`src/rtl/timer_sched.sv`:
```
// Shares one countdown timer between the anti-theft FSM (req0) and an auxiliary user (req1).
// Holds the four programmable intervals, arbitrates round-robin and reports done/abort to the owner.
module timer_sched #(
    parameter logic [3:0] T_ARM_DELAY       = 4'd6,
    parameter logic [3:0] T_DRIVER_DELAY    = 4'd8,
    parameter logic [3:0] T_PASSENGER_DELAY = 4'd15,
    parameter logic [3:0] T_ALARM_ON        = 4'd10
) (
    input  logic       clock_i,
    input  logic       reset_i,          // active-low, synchronous
    input  logic       req0_i,
    input  logic [1:0] sel0_i,
    input  logic       req1_i,
    input  logic [1:0] sel1_i,
    input  logic       prog_we_i,
    input  logic [1:0] prog_sel_i,
    input  logic [3:0] prog_value_i,
    input  logic       timer_expired_i,
    output logic [3:0] timer_value_o,
    output logic       timer_start_o,
    output logic       timer_abort_o,
    output logic       grant0_o,
    output logic       grant1_o,
    output logic       done0_o,
    output logic       done1_o,
    output logic       busy_o,
    output logic       prog_err_o
);

    typedef enum logic [1:0] {ST_IDLE, ST_LOAD, ST_RUN, ST_DONE} state_e;

    state_e     state_q;
    logic       owner_q;
    logic       last_owner_q;
    logic [1:0] spent_q, spent_d;
    logic [3:0] params_q [4];
    logic [3:0] timer_value_q;
    logic       start_q, abort_q, busy_q, prog_err_q;
    logic [1:0] grant_q, done_q;

    logic [1:0] req, elig;
    logic       win, owner_req, enter_done;
    logic [1:0] win_sel;

    // NOTE: every always_comb output gets a default first, so no path can leave it unassigned and infer a latch.
    always_comb begin
        req        = {req1_i, req0_i};
        elig       = req & ~spent_q;
        win        = (elig == 2'b11) ? ~last_owner_q : elig[1];
        win_sel    = win ? sel1_i : sel0_i;
        owner_req  = owner_q ? req1_i : req0_i;
        enter_done = (state_q == ST_RUN) && owner_req && timer_expired_i;
        spent_d    = spent_q;
        if (enter_done) spent_d[owner_q] = 1'b1;
        // A dropped request always re-arms that requester.
        spent_d    = spent_d & req;
    end

    // NOTE: sequential state uses non-blocking assignments only, so every register sees pre-edge values.
    always_ff @(posedge clock_i) begin
        if (!reset_i) begin
            state_q       <= ST_IDLE;
            owner_q       <= 1'b0;
            last_owner_q  <= 1'b1;
            spent_q       <= 2'b00;
            // NOTE: the parameter table is a handful of flops with defined power-up values, so it is reset.
            params_q[0]   <= T_ARM_DELAY;
            params_q[1]   <= T_DRIVER_DELAY;
            params_q[2]   <= T_PASSENGER_DELAY;
            params_q[3]   <= T_ALARM_ON;
            timer_value_q <= 4'd0;
            start_q       <= 1'b0;
            abort_q       <= 1'b0;
            busy_q        <= 1'b0;
            prog_err_q    <= 1'b0;
            grant_q       <= 2'b00;
            done_q        <= 2'b00;
        end else begin
            start_q    <= 1'b0;
            abort_q    <= 1'b0;
            done_q     <= 2'b00;
            prog_err_q <= 1'b0;
            spent_q    <= spent_d;

            // The interval for this cycle's load is read before the write lands.
            if (prog_we_i) begin
                if (prog_value_i != 4'd0) params_q[prog_sel_i] <= prog_value_i;
                else                      prog_err_q <= 1'b1;
            end

            case (state_q)
                ST_IDLE: begin
                    if (elig != 2'b00) begin
                        state_q       <= ST_LOAD;
                        owner_q       <= win;
                        timer_value_q <= params_q[win_sel];
                        start_q       <= 1'b1;
                        busy_q        <= 1'b1;
                        grant_q       <= win ? 2'b10 : 2'b01;
                    end
                end
                ST_LOAD, ST_RUN: begin
                    if (!owner_req) begin
                        // Abort takes priority over a coincident expiry.
                        state_q      <= ST_IDLE;
                        abort_q      <= 1'b1;
                        busy_q       <= 1'b0;
                        grant_q      <= 2'b00;
                        last_owner_q <= owner_q;
                    end else if (enter_done) begin
                        state_q          <= ST_DONE;
                        done_q[owner_q]  <= 1'b1;
                        last_owner_q     <= owner_q;
                    end else begin
                        state_q <= ST_RUN;
                    end
                end
                ST_DONE: begin
                    state_q <= ST_IDLE;
                    busy_q  <= 1'b0;
                    grant_q <= 2'b00;
                end
                default: state_q <= ST_IDLE;
            endcase
        end
    end

    assign timer_value_o = timer_value_q;
    assign timer_start_o = start_q;
    assign timer_abort_o = abort_q;
    assign grant0_o      = grant_q[0];
    assign grant1_o      = grant_q[1];
    assign done0_o       = done_q[0];
    assign done1_o       = done_q[1];
    assign busy_o        = busy_q;
    assign prog_err_o    = prog_err_q;

endmodule
```
`config.mk`:
```
export PLATFORM = sky130hd
export DESIGN_NAME = timer_sched
export DESIGN_NICKNAME = d
export VERILOG_FILES = /design/src/rtl/timer_sched.sv
export SDC_FILE = /design/constraint.sdc
export NUM_CORES = 1
export LEC_CHECK = 0
export CAP_MARGIN = 10
export CORE_MARGIN = 2
export CORE_UTILIZATION = 51
export CTS_CLUSTER_DIAMETER = 40
export DETAILED_ROUTE_END_ITERATION = 10
export PLACE_DENSITY_LB_ADDON = 0.3
export SYNTH_ARGS = -nofsm -noshare
export SYNTH_HDL_FRONTEND = slang
export SYNTH_SLANG_ARGS = --single-unit
```
`constraint.sdc`:
```
create_clock -name clock_i -period 2.2 [get_ports clock_i]
set_clock_uncertainty 0.05 [all_clocks]
set_input_delay 0.33 -clock clock_i [delete_from_list [all_inputs] [get_ports clock_i]]
set_output_delay 0.33 -clock clock_i [all_outputs]
set_load 0.02 [all_outputs]
```
After elaboration in Yosys (flattened, before gate mapping):

Memories as Yosys holds them, arrays and structs flattened. A register that Yosys moved wholly into a read port is not among the register bits.
Index checks and enable logic that the tools add are counted.
Widths: inputs -> output; s select.

* logic and storage cells: 71
* memory bits (writable): 16
* input bits: 16
* flip-flop bits (word level): 14
* memories: 1
* output and inout bits: 12

Memory list
* params_q: depth 4, width 4, read ports 1, clocked after Yosys merged registers in 1, write ports 4, RTL line 36 `logic [3:0] params_q [4];`

* multiplexer cells: 30
* equality and inequality tests: 7
* bitwise gates (word level): 5
* $lt $le $gt $ge: 2
* reduce and logical (&&, ||, !) cells: 16

Operator list (count)
* $mux 1: 17
* $mux 2: 8
* $pmux 2 s3: 2
* $reduce_and 2->1: 6
* $eq 2x2->1 const B: 3
* $and 2x2->2: 2
* $mux 4: 1
* $ne 2x2->1 const B: 2
* $reduce_and 4->1: 1
* $reduce_bool 4->1: 1
* $reduce_or 4->1: 1
* $logic_and 1x1->1: 3
* $pmux 1 s3: 1
* $eq 2x1->1 const B: 1
* $logic_not 2->1: 1
* $lt 1x2->1 const B: 1
* $ne 2x1->1 const B: 1
* $not 2->2: 1
* $or 2x2->2: 1
* $reduce_bool 2->1: 1
* $reduce_or 2->1: 1
* $demux 1 s1: 1
* $ge 1x1->1 const B: 1
* $logic_not 1->1: 1
* $not 1->1: 1

Longest topological paths before layout:

* depth in word-level cells: 7
* mapped depth: 6

Worst setup path after synthesis:

No wires, ideal clock.

* path kind: input -> register
* from: in req1_i
* to: reg timer_value_q[0], in the netlist timer_value_o[0] (read register of params_q)
* data arrival time: 1497 ps
* cell stages on the path: 5
* path slack: 531 ps
* data required time: 2028 ps
* cell sequence: and3b_1 > and2_1 > nor2_2 > mux2_1 > a221o_1

* cells in the longest elaborated chain, start to end: 4
* elaborated cells between the ends (all ways): 6

Ends and longest elaborated chain
* start, declared: RTL line 13 `input logic req1_i,`
* $and 2x2->2 *: RTL line 48 `elig = req & ~spent_q;`
* $eq 2x2->1: RTL line 49 `win = (elig == 2'b11) ? ~last_owner_q : elig[1];`
* $mux 1: RTL line 49
* $mux 2: RTL line 50 `win_sel = win ? sel1_i : sel0_i;`
* end, declared: RTL line 37 `logic [3:0] timer_value_q;`

Mark *: on every way between the ends. The rest lies on a longest branch, timed or not.
A chain may end at the register's enable or synchronous reset.

Worst setup path in the final report:

Ends and elaborated chain as after synthesis.

==> impl_metrics.toml <==
[cts]
htree_levels = 2
numCtsBuffers = 5
post-cts-setup-buffers = 0
post_cts_resize_count = 0
clkSinkCount = 34
cts_buffer_depth = 2
cts.clk_slew.worst_paths_ns = 0.10
clkLatencyLatePin_ns = 0.32
cts_tree = "done"
ctsHoldBuffers = 0
cts_root_buffer = "clkbuf_4"

[cells_and_area]
finalInstanceArea_sq_um = 2030
drive_gt1_frac = 0.148
regArea_sq_um = 841
nets = 208
syn_to_final_growth_pct = 29.0
diodes = 0
multi_input_area_sq_um = 709
post-route-util = 0.675
fill_cells = 231
stdcell_count = 222

[setup_path]
end_kind = "flop"
crit_fanout = 4
startpoint = "req1_i"
crit_arrival_ns = 2.09
reg2reg_depth = 5
r2r-end = "timer_value_o[0]"
path_class = "in -> reg"
critPathRequiredTime_ns = 2.37
crit_path_start_kind = "primary input"
crit_end = "timer_value_o[0]"
r2r-start = "spent_q[1]"
r2r_slack_ns = 0.41

[synth]
yosys-top-cells-count = "18 x dfxtp_1, 16 x edfxtp_1, 10 x nand2b_1, 10 x nor2_1, 9 x and2_1"
synth.most_common_cell = "dfxtp_1"
async_flop_share = 0
syn_nets = 162
ys_ff_latch = 34
synth_top_cell_area_share = 0.305
netlist.top_cell.by_area = "edfxtp_1"
synth_cells = 142
ys_types = 36
ys_seq_area_frac = 0.535
synthFlopType = "dfxtp_1"
ys_top_cells_by_area = "edfxtp_1 31%, dfxtp_1 23%, nand2b_1 4.0%"
synth-edff-count = 16
synth_area_sq_um = 1570
yosysWarnings = 0
syn_avg_cell_area_sq_um = 11.1

[global_routing]
overflow = 0
grt_usage = 0.207
antenna_found_initial = 0
grt_pass1_vias = 1244
grt_max_degree = 11
grt_pass1_wl_mm = 5.38

[placed_design]
dp_slack_ns = -0.0720
gp_congestion = 0.801
dp_hpwl_mm = 2.63
post_dp_cell_area_sq_um = 1980
dp_cells = 214
port_buffers = 27

[floorplanning]
dieArea_sq_um = 3540
core_area_sq_um = 3000
pin_count = 28
fp.dieH_um = 59.5
start_util = 0.524
chipWidth_um = 59.5
num_rows = 20

[routing]
routedWlPerCell_um = 14.5
vias_per_cell = 5.45
drtIter0Drc = 48
ant_nets = 0
vias = 1211
drt-total-wl_mm = 3.21
drc = 0
first_pass_iters = 4

[flow_run]
cap_violations = 0

[power_and_ir_drop]
max-vdd-ir-drop_v = 0.000340
p_leak_nw = 0.780
pwr_density_cell_nw_per_um2 = 654

[sta]
hold_ws_ns = 0.453
worstMarginPinSlew_ns = 0.482
fin_crit_sh = 0.871
relSlewSlack = 0.676
layout_setup_ws_ns = 0.283
period_needed_ns = 1.92
hold_viol = 0
drv_slew = 0
fmax_mhz = 522
setup_viol = 0
rsz0062_at_grt = "false"

[outcome]
outcome = "finished clean"

[min_path]
hold_class = "reg -> reg"
## flip-flops by register name, indices dropped and copies added, names as in the netlist
| register | count |
|---|---|
| params_q | 16 |
| busy_o | 1 |
| spent_q | 2 |
| state_q | 2 |
| timer_value_o | 4 |
| prog_err_o | 1 |
| grant_q | 2 |
| owner_q | 1 |
| timer_start_o | 1 |
| timer_abort_o | 1 |
| done_q | 2 |
| last_owner_q | 1 |
## worst min path at each step
stage,startpoint,to,slack (ns),cells past startpoint
floorplan,spent_q[1],spent_q[1],0.39,2
global placement,grant_q[0],grant_q[0],0.41,2
detailed placement,timer_value_o[3],timer_value_o[3],0.43,1
CTS,timer_value_o[3],timer_value_o[3],0.45,1
global route,timer_value_o[3],timer_value_o[3],0.47,1
finish,timer_value_o[1],timer_value_o[1],0.45,1
## area by class of cell
| type | count | share of cell area |
|---|---|---|
| multi-input combinational | 102 | 0.350 |
| clock buffer | 6 | 0.0204 |
| timing repair buffer | 40 | 0.181 |
| clock inverter | 2 | 0.00432 |
| sequential | 34 | 0.415 |
| tap | 33 | 0.0204 |
| inverter | 5 | 0.00925 |
## power by group
group	leakage (nW)	switching [W]	internal, W	total, W
registers	0.305	0.0000226	0.000711	0.000734
clock network	0.0297	0.000197	0.000120	0.000317
logic	0.445	0.000135	0.000139	0.000274
total	0.780	0.000355	0.000970	0.00133
## cell families (layout without fill, tap and decap cells)
group,after synthesis,in the layout,share of synthesized area
adders and majority gates,4,4,0.0318
muxes,6,6,0.0414
DFF,34,34,0.535
buffers and inverters,6,53,0.0143
and+or+nand+nor,61,61,0.232
AOI/OAI and AO/OA,31,31,0.146
## critical path, stage by stage
cell	delay [ns]
clkdlybuf4s50_1	0.46
and3b_1	0.21
and2_1	0.18
nor2_2	0.23
mux2_1	0.35
a221o_1	0.33
## metal layers
metal	track usage	wire length [um]	up-vias
met1	0.245	1440	563
met5	0	0	-
met4	0.0984	80	0
met2	0.347	1580	29
li1	-	-	609
met3	0.0590	120	10
## per-stage QoR
step,TNS [ns],total power [W]
2_1_floorplan,0,0.000897
3_3_place_gp,0,0.00101
3_5_place_dp,-0.213,0.00102
4_1_cts,0,0.00133
5_1_grt,0,0.00139
6_report,0,0.00133
## layout by cell type, fill, tap and decap left out, types with 5 or more instances in the layout
cell type	instances
a21boi_0	5
a21oi_1	6
and2_1	9
buf_4	13
clkbuf_4	5
clkdlybuf4s50_1	27
dfxtp_1	18
edfxtp_1	16
inv_1	5
nand2_1	6
nand2b_1	10
nand3_1	6
nor2_1	10
o21ai_0	8
Note: power is estimated with default switching activity, not from simulation.
